$ cat config.mk
export PLATFORM = sky130hd
export DESIGN_NAME = chunked_seq_adder
export DESIGN_NICKNAME = d
export VERILOG_FILES = /design/src/rtl/chunked_seq_adder.sv
export SDC_FILE = /design/constraint.sdc
export NUM_CORES = 1
export LEC_CHECK = 0
export ABC_AREA = 1
export CAP_MARGIN = 20
export CORE_UTILIZATION = 35
export CTS_CLUSTER_DIAMETER = 50
export CTS_CLUSTER_SIZE = 16
export DETAILED_ROUTE_END_ITERATION = 7
export PLACE_DENSITY = 0.6
export SLEW_MARGIN = 25
export SYNTH_ARGS = -nofsm -noshare
export SYNTH_HDL_FRONTEND = slang
export SYNTH_SLANG_ARGS = --single-unit
$ cat constraint.sdc
create_clock -name clk -period 3.25 [get_ports clk]
set_input_delay 0.325 -clock clk [delete_from_list [all_inputs] [get_ports clk]]
set_output_delay 0.325 -clock clk [all_outputs]
set_load 0.005 [all_outputs]
$ cat src/rtl/chunked_seq_adder.sv
// chunked_seq_adder
// -----------------
// Multi-cycle WIDTH-bit adder/subtractor. A CHUNK-bit ripple stage is reused
// NCHUNK times; the carry between chunks lives in a register, so the final
// {cout, sum} equals that of a single WIDTH-bit ripple-carry adder.
//
// Subtraction is a + ~b + ~cin: the operand and the borrow-in are inverted at
// the accepting edge, and the same add path handles both modes. For
// subtraction, cout = 1 means "no borrow".
//
// Handshake: start is sampled only in IDLE or DONE. busy is high from the
// cycle after an accepted start until the result is written. done pulses
// for exactly one cycle, the first cycle in DONE. sum/cout/overflow are held
// from done until the next accepted start. A start seen during RUN is
// ignored.
//
// Ports:
//   clk      : rising-edge clock
//   rst_n    : asynchronous active-low reset
//   start    : request pulse (honoured in IDLE / DONE only)
//   mode     : 0 = add (a+b+cin), 1 = subtract (a-b-cin)
//   a, b     : WIDTH-bit operands, sampled at the accepting edge only
//   cin      : carry-in (add) or borrow-in (sub)
//   busy     : operation in progress
//   done     : one-cycle result-valid pulse
//   sum      : WIDTH-bit result
//   cout     : raw carry out of the MSB
//   overflow : two's-complement signed overflow of the full-width result
module chunked_seq_adder #(
   parameter int WIDTH = 64,
   parameter int CHUNK = 16
) (
   input  logic             clk,
   input  logic             rst_n,
   input  logic             start,
   input  logic             mode,
   input  logic [WIDTH-1:0] a,
   input  logic [WIDTH-1:0] b,
   input  logic             cin,
   output logic             busy,
   output logic             done,
   output logic [WIDTH-1:0] sum,
   output logic             cout,
   output logic             overflow
);

   // NCHUNK is derived from WIDTH and CHUNK and is not meant to be overridden.
   localparam int NCHUNK = WIDTH / CHUNK;
   // The index needs at least one bit, even when NCHUNK == 1.
   localparam int IDXW   = (NCHUNK > 1) ? $clog2(NCHUNK) : 1;

   typedef enum logic [1:0] {
      IDLE = 2'd0,
      RUN  = 2'd1,
      DONE = 2'd2
   } state_t;

   // state is kept as a plain named register so that checkers can probe it.
   state_t            state;
   logic [WIDTH-1:0]  opa;
   logic [WIDTH-1:0]  opb;    // already inverted for subtraction
   logic              carry;  // inter-chunk carry (carry-in for chunk idx)
   logic [IDXW-1:0]   idx;

   // Combinational chunk slice and CHUNK-bit ripple stage
   logic [CHUNK-1:0]  a_chunk;
   logic [CHUNK-1:0]  b_chunk;
   logic [CHUNK:0]    csum;
   logic              last_chunk;

   always_comb begin
      a_chunk    = opa[idx*CHUNK +: CHUNK];
      b_chunk    = opb[idx*CHUNK +: CHUNK];
      csum       = {1'b0, a_chunk} + {1'b0, b_chunk} + {{CHUNK{1'b0}}, carry};
      last_chunk = (idx == IDXW'(NCHUNK - 1));
   end

   // Control, datapath and registered outputs
   always_ff @(posedge clk or negedge rst_n) begin
      if (!rst_n) begin
         state    <= IDLE;
         opa      <= '0;
         opb      <= '0;
         carry    <= 1'b0;
         idx      <= '0;
         busy     <= 1'b0;
         done     <= 1'b0;
         sum      <= '0;
         cout     <= 1'b0;
         overflow <= 1'b0;
      end else begin
         case (state)
            IDLE, DONE: begin
               // done is high only for the first DONE cycle.
               done <= 1'b0;
               if (start) begin
                  opa   <= a;
                  opb   <= mode ? ~b : b;
                  carry <= mode ? ~cin : cin;
                  idx   <= '0;
                  busy  <= 1'b1;
                  state <= RUN;
               end
            end

            RUN: begin
               sum[idx*CHUNK +: CHUNK] <= csum[CHUNK-1:0];
               carry                   <= csum[CHUNK];
               if (last_chunk) begin
                  // csum[CHUNK-1] is the MSB of the full-width result here.
                  cout     <= csum[CHUNK];
                  overflow <= (opa[WIDTH-1] == opb[WIDTH-1]) &&
                              (csum[CHUNK-1] != opa[WIDTH-1]);
                  idx      <= '0;
                  busy     <= 1'b0;
                  done     <= 1'b1;
                  state    <= DONE;
               end else begin
                  idx <= idx + IDXW'(1);
               end
            end

            default: begin
               state <= IDLE;
               busy  <= 1'b0;
               done  <= 1'b0;
            end
         endcase
      end
   end

endmodule

==> summary.txt <==
Crit path buffers/inverters - 3
Peak supply drop - 0.755 mV
Clk_lat worst skew - 0.53 ns
Post-DRT Antenna Nets - 0
Post-synth EDFFs - 0
Setup TNS - 0 ns
Hold Crit Start - a[6]
RSZ-0062 raised after global routing - false
Initial antenna violation count - 0
DR vias - 8,126
CTS sink count - 201
Gr usage total - 0.189
Status - finished clean
Crit Reg-Reg Startpoint - idx[0]
Worst r2r path cells - 15
Ys flop type - dfrtp_1
Clock share of power - 0.180
Synthesized Nets - 1,251
Die W - 171 um
Total core area - 28,000 um2
Worst R2R Setup Slack - 0.31 ns
Switch Pwr - 6740 uW
Core Rows - 61
Synth async-reset ratio - 1.00
Final Net Count - 1,437
Clock buffer depth - 3
Crit path launch type - flip-flop
# Max-Cap Violations - 0
Top-count cell post-synth - nand2_1
Pint - 8220 uW
Initial Util - 0.358
Detail Placement HPWL - 19,300 um
Antenna fix cells - 0
Pwr/cell area - 1130 nW/um2
Top cells by count, synth - nand2_1, dfrtp_1, o21ai_0
Min-Delay Path Class - input pin to flip-flop
Cell leakage power - 0.00596 uW
WHS Endpoint - opa[6]
Die Height - 171 um
Slew HR - 0.443
Ys Warns - 0
Worst Tran Pin Value - 0.835 ns
Total power - 15,000 uW
Critical Path Most Common Cell - nand2_1
Max Clock Skew - 0.0111 ns
Post-synthesis sequential area ratio - 0.501
Vias per std cell - 4.84
Crit-path max cell delay - 0.49 ns
Die area - 29,400 um2
Max Slew Vio Count - 0
Top-Level Pins - 201
Seq pwr share - 0.281
DR iter-0 viols - 646
First-pass GRT wire length - 43,300 um
Synth top area cells - dfrtp_1, nand2_1, mux2_2
F_max - 340 MHz
GRT Residual Overflow - 0
Cell taking the most area after synthesis - dfrtp_1
Crit path max-delay family - simple AND/OR/NAND/NOR gates
IO buf count - 200
Post-CTS Setup Inserts - 0
Pre-Repair DR Iteration Count - 5
Critical-path maximum fanout - 32
Mapped Area - 10,000 um2
#FFs+latches synth - 201
Total CTS buffers - 25
Largest net degree at the start of global routing - 105
Logic pwr share - 0.539
Critical path type - flip-flop to flip-flop
Syn avg cell area - 9.17 um2
CP max stage cell - dfrtp_4
Mapped Cells - 1,095
Final Setup Violations - 0
Area growth, synth to finish - 31.9%
Sw Ratio - 0.451
Area share of the largest cell type after synthesis - 0.501
Min cycle time layout - 2.94 ns
CTS tree - done
# DRC - 0
CP Data Arrival Time - 3.35 ns
Wire length per cell - 16.1 um
CTS resizes - 0
RR Endpoint - sum[31]
Layout cells sized above 1 - 0.122
CTS H-Tree Depth - 1
Setup crit end kind - flip-flop
Global placement routability congestion - 0.858
Worst-path cell chain - inv_2 > buf_12 > o21ai_0 > o22ai_1 > ha_1 > nand2_1 > inv_1 > nand2_1 > nand2_1 > a21oi_1 > nand2_1 > nand2_2 > nand2_2 > nand4_1 > nand2_1
Hold depth - 2
Worst Path Required - 3.66 ns
Number of global-route vias before repair - 7,940
Final hold violation count - 0
Clock root buffer - clkbuf_16
Synth cell types - 37
Drt total wl - 27,000 um
Fin crit share - 0.904
CTS clk-pin slew, worst paths - 0.06 ns
[logic make-up after synthesis]
| kind of cell | after synthesis | share of synthesized area |
|---|---|---|
| muxes | 64 | 0.0718 |
| AOI/OAI and AO/OA | 199 | 0.108 |
| DFF | 201 | 0.501 |
| buffers and inverters | 118 | 0.0517 |
| xor gates and xnor gates | 72 | 0.0643 |
| and+or+nand+nor | 418 | 0.173 |
| adders and majority gates | 23 | 0.0302 |
[through the flow]
| step | setup slack (ns) | util | instances | hold WS (ns) | instance area (um2) |
|---|---|---|---|---|---|
| detailed placement | 0.333 | 0.443 | 1631 | 0.465 | 12400 |
| floorplan | 0.455 | - | 1095 | 0.0294 | 10000 |
| finish | 0.312 | 0.473 | 1678 | 0.413 | 13200 |
| global route | 0.0731 | 0.473 | 1678 | 0.405 | 13200 |
| CTS | 0.327 | 0.473 | 1678 | 0.396 | 13200 |
| global placement | 0.399 | 0.443 | 1631 | 0.460 | 12400 |
[power groups by stage]
| stage | registers, uW | logic [uW] | clock network, uW |
|---|---|---|---|
| floorplan | 4040 | 5560 | 0 |
| CTS | 4190 | 8100 | 2760 |
| finish | 4200 | 8060 | 2690 |
| global placement | 4220 | 7910 | 0 |
| detailed placement | 4230 | 8070 | 0 |
| global route | 4320 | 9050 | 2870 |
[cell type report]
cell class	instances	area [um2]
Timing Repair Buffer	221	2200
Multi-Input combinational cell	776	4500
Clock buffer	30	674
Inverter	56	210
Clock inverter	16	145
Sequential cell	201	5030
Fill cell	2755	14800
Tap cell	378	473
[layout by cell type, fill, tap and decap left out, types with 18 or more instances in the layout]
cell type        netlist  final
o22ai_1               30     30
nor2_1                79     79
nand4_1               19     19
o21ai_0              143    143
nand2_1              274    274
clkdlybuf4s50_1        0    198
mux2_2                64     64
xnor2_1               68     68
ha_1                  21     21
nand3_1               26     26
buf_4                 11     18
dfrtp_1              201    200
inv_1                 51     50
clkbuf_16              0     25
[what timing repair did]
item,4_1_cts,5_1_grt
setup endpoints to repair,0,0
endpoints found under the hold margin,92,0
hold buffers,1,0
[registers in the layout, indices dropped and copies added (netlist names)]
signal	flops
done	1
idx	2
overflow	1
opb	64
busy	1
carry	1
cout	1
opa	64
state	2
sum	64
[how the worst max path moves through the flow]
stage,startpoint,endpoint,slack [ns],depth (start not counted)
floorplan,idx[0],sum[54],0.46,19
global placement,idx[0],sum[31],0.40,15
global route,idx[0],sum[22],0.07,16
finish,idx[0],sum[31],0.31,15
detailed placement,idx[0],sum[31],0.33,15
CTS,idx[0],sum[31],0.33,15
[layer usage]
metal	wire [um]	GRT usage	vias up
met2	11800	0.289	264
li1	-	-	3999
met1	13300	0.282	3826
met5	0	0	-
met3	1530	0.0260	37
met4	399	0.0384	0
[worst reg2reg max path, cell delays in order, from the launching register on]
cell	delay, ns
dfrtp_4	0.49
inv_2	0.29
buf_12	0.23
o21ai_0	0.11
o22ai_1	0.26
ha_1	0.36
nand2_1	0.15
inv_1	0.07
nand2_1	0.09
nand2_1	0.08
a21oi_1	0.23
nand2_1	0.13
nand2_2	0.08
nand2_2	0.10
nand4_1	0.09
nand2_1	0.06
Note: power is estimated with default switching activity, not from simulation.
